**config.mk**
```make
export PLATFORM = sky130hd
export DESIGN_NAME = uart_tx_arbiter_flat
export DESIGN_NICKNAME = d
export VERILOG_FILES = /design/src/rtl/uart_arb_pkg.sv /design/src/rtl/uart_tx_arbiter_if.sv /design/src/rtl/uart_tx_arbiter_rr_arbiter.sv /design/src/rtl/uart_tx_arbiter.sv /design/src/flat_wrapper.sv
export SDC_FILE = /design/constraint.sdc
export NUM_CORES = 1
export LEC_CHECK = 0
export BUFFER_PORTS_ARGS = -buffer_cell sky130_fd_sc_hd__buf_2
export CAP_MARGIN = 40
export CORE_ASPECT_RATIO = 1.5
export CORE_UTILIZATION = 55
export DETAILED_ROUTE_END_ITERATION = 7
export PLACE_DENSITY = 0.79
export SLEW_MARGIN = 30
export SYNTH_ARGS = -nofsm -noshare
export SYNTH_HDL_FRONTEND = slang
export SYNTH_SLANG_ARGS = --single-unit
```
**constraint.sdc**
```tcl
create_clock -name PCLK -period 2.7 [get_ports PCLK]
set_clock_uncertainty 0.2 [all_clocks]
set_input_delay 0.54 -clock PCLK [delete_from_list [all_inputs] [get_ports PCLK]]
set_output_delay 0.54 -clock PCLK [all_outputs]
set_load 0.02 [all_outputs]
```
**src/rtl/uart_arb_pkg.sv**
```systemverilog
// Shared types and constants for the UART transmit arbiter.
package uart_arb_pkg;

    typedef enum logic [1:0] {
        IDLE,
        SEND,
        WAIT_DONE
    } arb_state_e;

    localparam int MAX_REQ            = 8;
    localparam int DEF_TIMEOUT_CYCLES = 2_000_000;

    function automatic int unsigned oh_to_idx(input logic [MAX_REQ-1:0] oh);
        int unsigned idx;
        idx = 0;
        for (int i = 0; i < MAX_REQ; i++) begin
            if (oh[i]) idx = unsigned'(i);
        end
        return idx;
    endfunction

endpackage

```
**src/rtl/uart_tx_arbiter_if.sv**
```systemverilog
// Requester and UART-core signals of the transmit arbiter, grouped in one bundle.
interface uart_tx_arbiter_if #(
    parameter int NUM_REQ = 2
);
    logic [NUM_REQ-1:0]   req_valid;
    logic [8*NUM_REQ-1:0] req_data;
    logic [NUM_REQ-1:0]   req_last;
    logic [NUM_REQ-1:0]   req_ready;
    logic [NUM_REQ-1:0]   grant;
    logic                 tx_done_flag;
    logic                 tx_active_flag;
    logic                 send;
    logic [7:0]           DATA_TX;
    logic                 busy;
    logic                 timeout_err;

    modport master (
        output req_valid, req_data, req_last, tx_done_flag, tx_active_flag,
        input  req_ready, grant, send, DATA_TX, busy, timeout_err
    );

    modport slave (
        input  req_valid, req_data, req_last, tx_done_flag, tx_active_flag,
        output req_ready, grant, send, DATA_TX, busy, timeout_err
    );
endinterface

```
**src/rtl/uart_tx_arbiter_rr_arbiter.sv**
```systemverilog
// Combinational round-robin picker: first set request at or after ptr wins.
module rr_arbiter #(
    parameter int N = 2
) (
    input  logic [N-1:0]         req,
    input  logic [$clog2(N)-1:0] ptr,
    output logic [N-1:0]         gnt
);
    localparam int PTR_W = $clog2(N);

    logic             w_found;
    logic [PTR_W-1:0] w_idx;

    always_comb begin
        gnt     = '0;
        w_found = 1'b0;
        w_idx   = '0;
        for (int i = 0; i < N; i++) begin
            w_idx = PTR_W'((int'(ptr) + i) % N);
            if (!w_found && req[w_idx]) begin
                gnt[w_idx] = 1'b1;
                w_found    = 1'b1;
            end
        end
    end

endmodule

```
**src/rtl/uart_tx_arbiter.sv**
```systemverilog
// Shares one UART transmitter among NUM_REQ byte streams, one byte at a time,
// holding ownership across multi-byte packets.
module uart_tx_arbiter
    import uart_arb_pkg::*;
#(
    parameter int NUM_REQ        = 2,
    parameter int TIMEOUT_CYCLES = DEF_TIMEOUT_CYCLES
) (
    input  logic             PCLK,
    input  logic             PRESETn,
    uart_tx_arbiter_if.slave bus
);
    localparam int PTR_W = $clog2(NUM_REQ);
    localparam int CNT_W = (TIMEOUT_CYCLES == 0) ? 1 : $clog2(TIMEOUT_CYCLES + 1);
    localparam bit TO_EN = (TIMEOUT_CYCLES != 0);
    // Compare one early so the error pulse lands exactly TIMEOUT_CYCLES after WAIT_DONE entry.
    localparam logic [CNT_W-1:0] CNT_LAST = CNT_W'((TIMEOUT_CYCLES == 0) ? 0 : TIMEOUT_CYCLES - 1);
    localparam logic [CNT_W-1:0] CNT_SAT  = {CNT_W{1'b1}};

    arb_state_e         r_state;
    logic               r_lock;
    logic [NUM_REQ-1:0] r_grant;
    logic [PTR_W-1:0]   r_ptr;
    logic [PTR_W-1:0]   r_owner;
    logic [CNT_W-1:0]   r_cnt;
    logic               r_done_q;
    logic               r_send;
    logic               r_busy;
    logic               r_timeout_err;
    logic [7:0]         r_data;

    logic [NUM_REQ-1:0] w_req;
    logic [NUM_REQ-1:0] w_gnt;
    logic               w_accept;
    logic               w_done_rise;
    logic               w_timeout;
    logic [PTR_W-1:0]   w_gidx;
    logic [PTR_W-1:0]   w_ptr_next;

    // While a packet lock is held only the owner may be picked.
    assign w_req = r_lock ? (bus.req_valid & r_grant) : bus.req_valid;

    rr_arbiter #(.N(NUM_REQ)) u_rr (
        .req (w_req),
        .ptr (r_ptr),
        .gnt (w_gnt)
    );

    assign w_accept    = (r_state == IDLE) && !bus.tx_active_flag && (|w_req);
    assign w_gidx      = PTR_W'(oh_to_idx(MAX_REQ'(w_gnt)));
    assign w_done_rise = bus.tx_done_flag & ~r_done_q;
    assign w_timeout   = TO_EN && (r_cnt == CNT_LAST);
    assign w_ptr_next  = (r_owner == PTR_W'(NUM_REQ - 1)) ? '0 : r_owner + 1'b1;

    assign bus.req_ready   = w_accept ? w_gnt : '0;
    assign bus.send        = r_send;
    assign bus.DATA_TX     = r_data;
    assign bus.grant       = r_grant;
    assign bus.busy        = r_busy;
    assign bus.timeout_err = r_timeout_err;

    always_ff @(posedge PCLK or negedge PRESETn) begin
        if (!PRESETn) begin
            r_state       <= IDLE;
            r_lock        <= 1'b0;
            r_grant       <= '0;
            r_ptr         <= '0;
            r_owner       <= '0;
            r_cnt         <= '0;
            r_done_q      <= 1'b0;
            r_send        <= 1'b0;
            r_busy        <= 1'b0;
            r_timeout_err <= 1'b0;
            r_data        <= 8'h00;
        end else begin
            r_done_q      <= bus.tx_done_flag;
            r_send        <= 1'b0;
            r_timeout_err <= 1'b0;
            case (r_state)
                IDLE: begin
                    if (w_accept) begin
                        r_data  <= bus.req_data[8*w_gidx +: 8];
                        r_lock  <= ~|(bus.req_last & w_gnt);
                        r_grant <= w_gnt;
                        r_owner <= w_gidx;
                        r_send  <= 1'b1;
                        r_busy  <= 1'b1;
                        r_state <= SEND;
                    end
                end
                SEND: begin
                    r_cnt   <= '0;
                    r_state <= WAIT_DONE;
                end
                WAIT_DONE: begin
                    if (w_done_rise) begin
                        r_state <= IDLE;
                        r_busy  <= r_lock;
                        if (!r_lock) begin
                            r_grant <= '0;
                            r_ptr   <= w_ptr_next;
                        end
                    end else if (w_timeout) begin
                        r_state       <= IDLE;
                        r_timeout_err <= 1'b1;
                        r_lock        <= 1'b0;
                        r_grant       <= '0;
                        r_busy        <= 1'b0;
                        r_ptr         <= w_ptr_next;
                    end else if (r_cnt != CNT_SAT) begin
                        r_cnt <= r_cnt + 1'b1;
                    end
                end
                default: r_state <= IDLE;
            endcase
        end
    end

endmodule

```
**src/flat_wrapper.sv**
```systemverilog
// flat-port wrapper written by rule: the top's interface ports become plain ports
module uart_tx_arbiter_flat import uart_arb_pkg::*;
#(
    parameter int NUM_REQ        = 2,
    parameter int TIMEOUT_CYCLES = DEF_TIMEOUT_CYCLES
)
  (PCLK, PRESETn, bus_req_valid, bus_req_data, bus_req_last, bus_tx_done_flag, bus_tx_active_flag, bus_req_ready, bus_grant, bus_send, bus_DATA_TX, bus_busy, bus_timeout_err);
  uart_tx_arbiter_if #(.NUM_REQ(NUM_REQ)) bus_i ();
  input  logic PCLK;
  input  logic PRESETn;
  input wire logic [$bits(bus_i.req_valid)-1:0] bus_req_valid;
  input wire logic [$bits(bus_i.req_data)-1:0] bus_req_data;
  input wire logic [$bits(bus_i.req_last)-1:0] bus_req_last;
  input wire logic [$bits(bus_i.tx_done_flag)-1:0] bus_tx_done_flag;
  input wire logic [$bits(bus_i.tx_active_flag)-1:0] bus_tx_active_flag;
  output wire logic [$bits(bus_i.req_ready)-1:0] bus_req_ready;
  output wire logic [$bits(bus_i.grant)-1:0] bus_grant;
  output wire logic [$bits(bus_i.send)-1:0] bus_send;
  output wire logic [$bits(bus_i.DATA_TX)-1:0] bus_DATA_TX;
  output wire logic [$bits(bus_i.busy)-1:0] bus_busy;
  output wire logic [$bits(bus_i.timeout_err)-1:0] bus_timeout_err;
  assign bus_i.req_valid = bus_req_valid;
  assign bus_i.req_data = bus_req_data;
  assign bus_i.req_last = bus_req_last;
  assign bus_i.tx_done_flag = bus_tx_done_flag;
  assign bus_i.tx_active_flag = bus_tx_active_flag;
  assign bus_req_ready = bus_i.req_ready;
  assign bus_grant = bus_i.grant;
  assign bus_send = bus_i.send;
  assign bus_DATA_TX = bus_i.DATA_TX;
  assign bus_busy = bus_i.busy;
  assign bus_timeout_err = bus_i.timeout_err;
  uart_tx_arbiter #(.NUM_REQ(NUM_REQ), .TIMEOUT_CYCLES(TIMEOUT_CYCLES)) u_core (.PCLK(PCLK), .PRESETn(PRESETn), .bus(bus_i));
endmodule
```
==> run summary, run 1 <==
fin crit period = 2580 ps
Post-synth EDFFs = 0
# nets final = 291
total core area = 3720 µm²
R2R setup slack = 280 ps
Lkg Pwr = 1.18 nW
WP data arrival = 1840 ps
pre-CTS setup slack = 288 ps
hold crit path type = in -> async
DIE AREA = 4200 µm²
Final Max Slew Viols = 0
Sum Neg Setup Slack = 0 ps
FP Rows = 27
YS warnings = 0
Worst Tran Pin Value = 524 ps
Worst R2R Path Depth = 6
Hold-fix buffers, CTS = 0
Pwr Density = 807 nW/µm²
gr ovfl total = 0
drt total wl = 4810 µm
I/O Pins = 39
cell count after synthesis = 222
port buffer count = 38
FMAX = 0.388 GHz
status = finished, final reports clean
clk sinks = 40
antenna-violating nets left = 0
Worst EP required = 1960 ps
DP HPWL = 3480 µm
synthesized area = 2160 µm²
synthesized flop and latch total = 40
vias in the first global route = 1,827
CTS clock-pin slew for the worst setup and hold paths = 80 ps
pin count of the biggest net entering global routing = 22
Clock Tree Buf Depth = 2
drt wl/cell = 15.5 µm
Slew headroom = 65.1%
Ant. Diodes = 0
synth unique cells = 54
most used flip-flop cell after synthesis = dfrtp_1
Max Cap Viol = 0
Root Driver = clkbuf_8
crit path capture type = output port
Vias/cell = 6.25
overall power = 2.05 mW
die width = 53.2 µm
Residual DRC = 0
synth-to-layout area growth = 17.2%
Crit Path Max Fanout = 6
average size of a mapped cell = 9.75 µm²
ys async rst share = 100%
via count = 1,936
Final Cycle Share = 95.5%
GPL Wtd Cong = 0.881
H-tree levels = 2
fill count = 320
CTS tree = built
Max VDD drop = 0.000753 V
fraction of layout cells with a size suffix above 1 = 26.2%
final number of hold-violating endpoints = 0
post-synthesis sequential area ratio = 46.2%
Startpoint Class = register
initial antenna violation count = 0
Initial Utilization = 58.2%
syn_nets = 247
RSZ-0062 raised after global routing = false
latest clock arrival within the worst-skew pair = 300 ps
overall routing resource usage = 27.3%
CP Class = reg -> out
Final WS setup = 121 ps
# setup viols final = 0
1st-pass router iterations = 4
CTS Buf Count = 5
Iter 0 DRT Violations = 58
first-pass GRT wire length = 8250 µm
height of the chip = 78.8 µm
## worst max-delay path, cell delays in order, from the launching register on
cell and delay, ps:
dfrtp_1 410, inv_1 110, o21ai_0 150, a2111o_1 430, inv_2 110, and2_1 150
buf_2 160
## where the power goes
part	leakage [nW]	switching (mW)	total, mW	internal [mW]
clock network	0.0541	0.221	0.495	0.273
logic	0.600	0.424	0.697	0.274
registers	0.528	0.114	0.855	0.741
total	1.18	0.759	2.05	1.29
## sequential cells by signal (all words and copies together), names as in the netlist
name / flops
u_core.r_cnt: 21
u_core.bus.DATA_TX: 8
u_core.bus.grant: 2
u_core.r_state: 2
u_core.bus.busy: 1
u_core.bus.send: 1
u_core.bus.timeout_err: 1
u_core.r_done_q: 1
u_core.r_lock: 1
u_core.r_owner: 1
u_core.r_ptr: 1
## stage by stage
| step | hold slack, ps | cell area, µm² | instances | utilization, % |
|---|---|---|---|---|
| 6_report | 2.23 | 2540 | 310 | 68.3 |
| 5_1_grt | 46.9 | 2540 | 310 | 68.3 |
| 4_1_cts | 19.2 | 2540 | 310 | 68.3 |
| 3_5_place_dp | 251 | 2430 | 302 | 65.3 |
| 3_3_place_gp | 257 | 2400 | 301 | 64.5 |
| 2_1_floorplan | 44.4 | 2160 | 222 | - |
## area by class of cell
cell class | instances | area [µm²] | share of cell area (%)
multi-input combinational | 170 | 1100 | 43.2
sequential | 40 | 1000 | 39.4
timing repair buffer | 44 | 255 | 10.1
clock buffer | 5 | 68.8 | 2.71
tap | 43 | 53.8 | 2.12
clock inverter | 3 | 42.5 | 1.68
inverter | 5 | 18.8 | 0.740
## path summary, 6_finish.rpt
path / startpoint / endpoint
max: u_core.r_lock$_DFFE_PN0P_ / bus_req_ready[0]
max in group asynchronous: PRESETn / u_core.r_cnt[8]$_DFFE_PN0P_
min: PRESETn / u_core.bus.grant[1]$_DFFE_PN0P_
min in group PCLK: bus_tx_done_flag / u_core.r_done_q$_DFF_PN0_
min reg2reg: u_core.r_owner$_DFFE_PN0P_ / u_core.r_ptr$_DFFE_PN0P_
max reg2reg: u_core.r_cnt[1]$_DFFE_PN0P_ / u_core.r_cnt[18]$_DFFE_PN0P_
## synthesized netlist by cell type, types with 4 or more instances
cell type,n,area share [%]
nand2_1,27,4.7
inv_1,5,0.87
dfrtp_1,40,46
or4_1,8,2.8
o31ai_1,4,1.4
nor2_1,17,2.9
clkbuf_1,4,0.69
o21ai_0,22,5.1
a21oi_1,9,2.1
nand4_1,6,1.7
nand3_1,7,1.6
nor3_1,5,1.2
nand2b_1,4,1.2
mux2i_1,10,4.6
## cell families (layout without fill, tap and decap cells)
group           count (synthesis)  count (layout)  share of synthesized area (%)
buf+inv                        12              57                           3.06
compound gates                 57              57                           17.7
fa+ha+maj                       1               1                          0.578
mux                            11              11                           5.14
xor+xnor                        2               2                          0.809
flops                          40              40                           46.2
simple gates                   99              99                           26.4
## metal layers
layer / vias up / GRT usage [%] / wire (µm) / part of all wire [%]
li1: 923 / - / - / -
met1: 934 / 32.1 / 1950 / 41
met2: 62 / 44.9 / 2500 / 52
met3: 17 / 5.75 / 191 / 4.0
met4: 0 / 14.2 / 173 / 3.6
met5: - / 0 / 0 / 0
## repair_timing
action                                  in CTS  in global routing
buffers inserted                             0                  0
endpoints found under the setup margin       0                  1
gates resized for setup                      0                  1
## cells in the final DEF (no fill, tap or decap), drive strengths merged, types with 2 or more instances in the layout
master  count
and4        2
and2        3
nor2b       2
or4         9
a21o        3
or3         3
o311ai      3
inv         5
nand2      27
a22o        3
nand3       9
o41ai       3
o21ai      22
nor4        2
mux2i      10
nor2       18
a31oi       2
clkbuf      5
buf        44
nor3        5
dfrtp      40
a21oi       9
and3        4
nand4       6
nand2b      4
o31ai       4
No activity file was read; power rests on OpenSTA's default activity.
==> run 2, diff against run 1 <==
--- a/config.mk
+++ b/config.mk
@@ -8,10 +8,11 @@
 export BUFFER_PORTS_ARGS = -buffer_cell sky130_fd_sc_hd__buf_2
 export CAP_MARGIN = 40
 export CORE_ASPECT_RATIO = 1.5
-export CORE_UTILIZATION = 55
+export CORE_UTILIZATION = 56
 export DETAILED_ROUTE_END_ITERATION = 7
 export PLACE_DENSITY = 0.79
 export SLEW_MARGIN = 30
 export SYNTH_ARGS = -nofsm -noshare
 export SYNTH_HDL_FRONTEND = slang
+export SYNTH_HIERARCHICAL = 1
 export SYNTH_SLANG_ARGS = --single-unit
==> run 2 against run 1 <==
Effect of this change:
- sequential power rose by 22%
- design area rose by 7.5%
- critical endpoint is now bus_req_ready[1]
- total power rose by 37%
- hold slack improved by 170 ps
- via count rose by 13%
- cell count rose by 7.4%
- die area rose by 6.4%
- largest power group is now combinational logic
- largest cell class unchanged
- non-clock buffer count rose by 4
- register-to-register slack got worse by 50 ps
- first-iteration DRC count rose by 110%
- critical path depth fell by 1
==> run summary, run 2 <==
status = finished, final reports clean
FP Rows = 28 (+3.7%)
# setup viols final = 0 (unchanged)
postcts setup bufs = 0 (unchanged)
reg2reg start = u_core/r_cnt[12]$_DFFE_PN0P_
Max Cap Viol = 0 (unchanged)
Worst EP required = 1960 ps (about the same)
H-tree levels = 2 (unchanged)
Hold WS = 174 ps (+172 ps)
Root Driver = clkbuf_8
hold crit path type = in -> reg
synth cell count leaders = dfrtp_1 (40), a31oi_1 (22), inv_1 (21)
synth unique cells = 51 (-5.6%)
Iter 0 DRT Violations = 123 (+110%)
most used flip-flop cell after synthesis = dfrtp_1
Residual DRC = 0 (unchanged)
Clock Tree Buf Depth = 2 (unchanged)
overall power = 2.81 mW (+37%)
Largest Register = u_core/r_cnt
# nets final = 313 (+7.6%)
syn_nets = 273 (+11%)
Critical-path top delay cell = a2111oi_4
Max VDD drop = 0.000833 V (+11%)
crit path capture type = output port
commonest cells after routing, fill and taps aside = dfrtp_1 (40), buf_2 (38), a31oi_1 (22)
hold path startpoint = bus_tx_done_flag
fin crit period = 2580 ps (+0.330 ps)
average size of a mapped cell = 9.47 µm² (-2.9%)
Worst Tran Pin Value = 598 ps (+73.8 ps)
drt total wl = 5570 µm (+16%)
CTS clock-pin slew for the worst setup and hold paths = 70 ps (about the same)
Multi-input gate area = 1180 µm² (+7.9%)
Final Cycle Share = 95.5% (about the same)
post-synthesis sequential area ratio = 42.6% (-3.6 points)
Lkg Pwr = 1.18 nW (about the same)
fraction of layout cells with a size suffix above 1 = 23.3% (-3.0 points)
DIE AREA = 4460 µm² (+6.4%)
Worst R2R Path Depth = 5 (-1)
gr ovfl total = 0 (unchanged)
cell count after synthesis = 248 (+12%)
first-pass GRT wire length = 9410 µm (+14%)
Min-Delay Path Depth = 1
Post-synth EDFFs = 0 (unchanged)
top post-synthesis cells by area = dfrtp_1 (43%), a31oi_1 (5.9%), o31a_1 (4.1%)
RSZ-0062 raised after global routing = false
synth-to-layout area growth = 16.2%
top-area cell type share of the netlist area = 42.6% (-3.6 points)
synthesized area = 2350 µm² (+8.5%)
I/O Pins = 39 (unchanged)
Vias/cell = 6.54 (+4.7%)
Ant. Diodes = 0 (unchanged)
GPL Wtd Cong = 0.870 (-1.3%)
via count = 2,178 (+13%)
vias in the first global route = 2,081 (+14%)
Buf+Inv Stages, Crit Path = 2 (-1)
WP data arrival = 1840 ps (about the same)
synthesized flop and latch total = 40 (unchanged)
YS warnings = 6 (+6)
antenna-violating nets left = 0 (unchanged)
1st-pass router iterations = 4 (unchanged)
Slew headroom = 59.9% (-5.1 points)
initial antenna violation count = 0 (unchanged)
biggest area consumer among synthesized cells = dfrtp_1
Final Max Slew Viols = 0 (unchanged)
final number of hold-violating endpoints = 0 (unchanged)
clk sinks = 40 (unchanged)
Final Util = 68.3% (about the same)
drt wl/cell = 16.7 µm (+7.7%)
ys async rst share = 100% (unchanged)
r2r endpoint = u_core/r_cnt[12]$_DFFE_PN0P_
latest clock arrival within the worst-skew pair = 300 ps (about the same)
Largest register FFs = 21 (unchanged)
height of the chip = 81.3 µm (+3.1%)
die width = 54.9 µm (+3.1%)
CTS Buf Count = 5 (unchanged)
FMAX = 0.388 GHz (about the same)
Crit Path Max Fanout = 4 (-2)
most frequent cell after synthesis = dfrtp_1
CP startpoint = u_core/r_lock$_DFFE_PN0P_
CP max stage delay = 460 ps (+30 ps)
Pwr Density = 1030 nW/µm² (+28%)
DP HPWL = 3910 µm (+12%)
fill count = 349 (+9.1%)
CP Class = reg -> out
total core area = 3990 µm² (+7.5%)
overall routing resource usage = 29.3% (+2.0 points)
Sum Neg Setup Slack = 0 ps (unchanged)
R2R setup slack = 230 ps (-50 ps)
pin count of the biggest net entering global routing = 33 (+50%)
port buffer count = 38 (unchanged)
cells along the critical path = inv_1, o21ai_1, a2111oi_4, and2_1, buf_2
Register Area = 1000 µm² (unchanged)
final instance area = 2730 µm² (+7.5%)
Initial Utilization = 58.8% (+0.55 points)
Post-DP Area = 2590 µm² (+6.8%)
Startpoint Class = register
most common cell after layout, fill and taps aside = dfrtp_1
delay-heaviest family, CP = compound AO/OA/AOI/OAI gates
Hold EP = u_core/r_done_q$_DFF_PN0_
CTS tree = built
==> run 2: changes by cell type after synthesis, moves of 8 or more <==
cell     change
o31ai_1      +8
inv_1       +16
nand2_1     -16
a31oi_1     +20
o21ai_0     -14
o31a_1      +11
==> run 2: area by class of cell <==
| class | instances | area share [%] |
|---|---|---|
| inverters | 21 | 2.89 |
| clock buffers | 5 | 2.52 |
| repair buffers | 48 | 10.3 |
| well taps | 45 | 2.06 |
| clock inverters | 2 | 2.20 |
| multi-input cells | 172 | 43.4 |
| flip-flops and latches | 40 | 36.7 |
==> run 2: how the worst max path moves through the flow <==
stage                       endpoint  slack, ps  cells past startpoint
floorplan           bus_req_ready[1]        240                      5
detailed placement  bus_req_ready[1]        280                      5
global placement    bus_req_ready[1]        320                      5
CTS                 bus_req_ready[1]         30                      5
finish              bus_req_ready[1]        120                      5
global route        bus_req_ready[1]         20                      5
==> run 2: kinds of logic after synthesis <==
group                    share of synthesized area (%)
AO/OA/AOI/OAI                                     29.2
adder cells (fa/ha/maj)                          0.533
buffers and inverters                             7.51
flip-flops                                        42.6
multiplexers                                      4.32
AND/OR/NAND/NOR                                   15.8
==> run 2: metal layers <==
layer / vias up / part of all wire [%] / GRT usage (%)
met1: 1036 / 41 / 33.2
met4: 0 / 3.0 / 16.2
met5: - / 0 / 0
li1: 1022 / - / -
met3: 20 / 4.5 / 5.24
met2: 100 / 52 / 49.5
==> run 2: power by group <==
part	internal, mW	total (mW)	switching (mW)	leakage (nW)
Sequential	0.820	1.04	0.218	0.500
Clock	0.364	0.574	0.210	0.0642
Combinational	0.484	1.20	0.717	0.619
Total	1.67	2.81	1.15	1.18
==> run 2: metrics by stage <==
step | std cells | setup slack [ps]
floorplan | 248 | 242
global placement | 325 | 321
detailed placement | 325 | 280
CTS | 333 | 31.1
global route | 333 | 23.9
finish | 333 | 121
==> run 2: timing repair <==
action                                 in CTS  in global routing
hold buffers                                1                  0
setup endpoints to repair                   0                  2
endpoints found under the hold margin      15                  0
resized for setup                           0                  2
==> run 2: worst register-to-register path: cells and delay by family (launching register included) <==
kind / cells / cell delay [ps]
AOI/OAI and AO/OA: 3 / 880
DFF: 1 / 420
and+or+nand+nor: 2 / 870
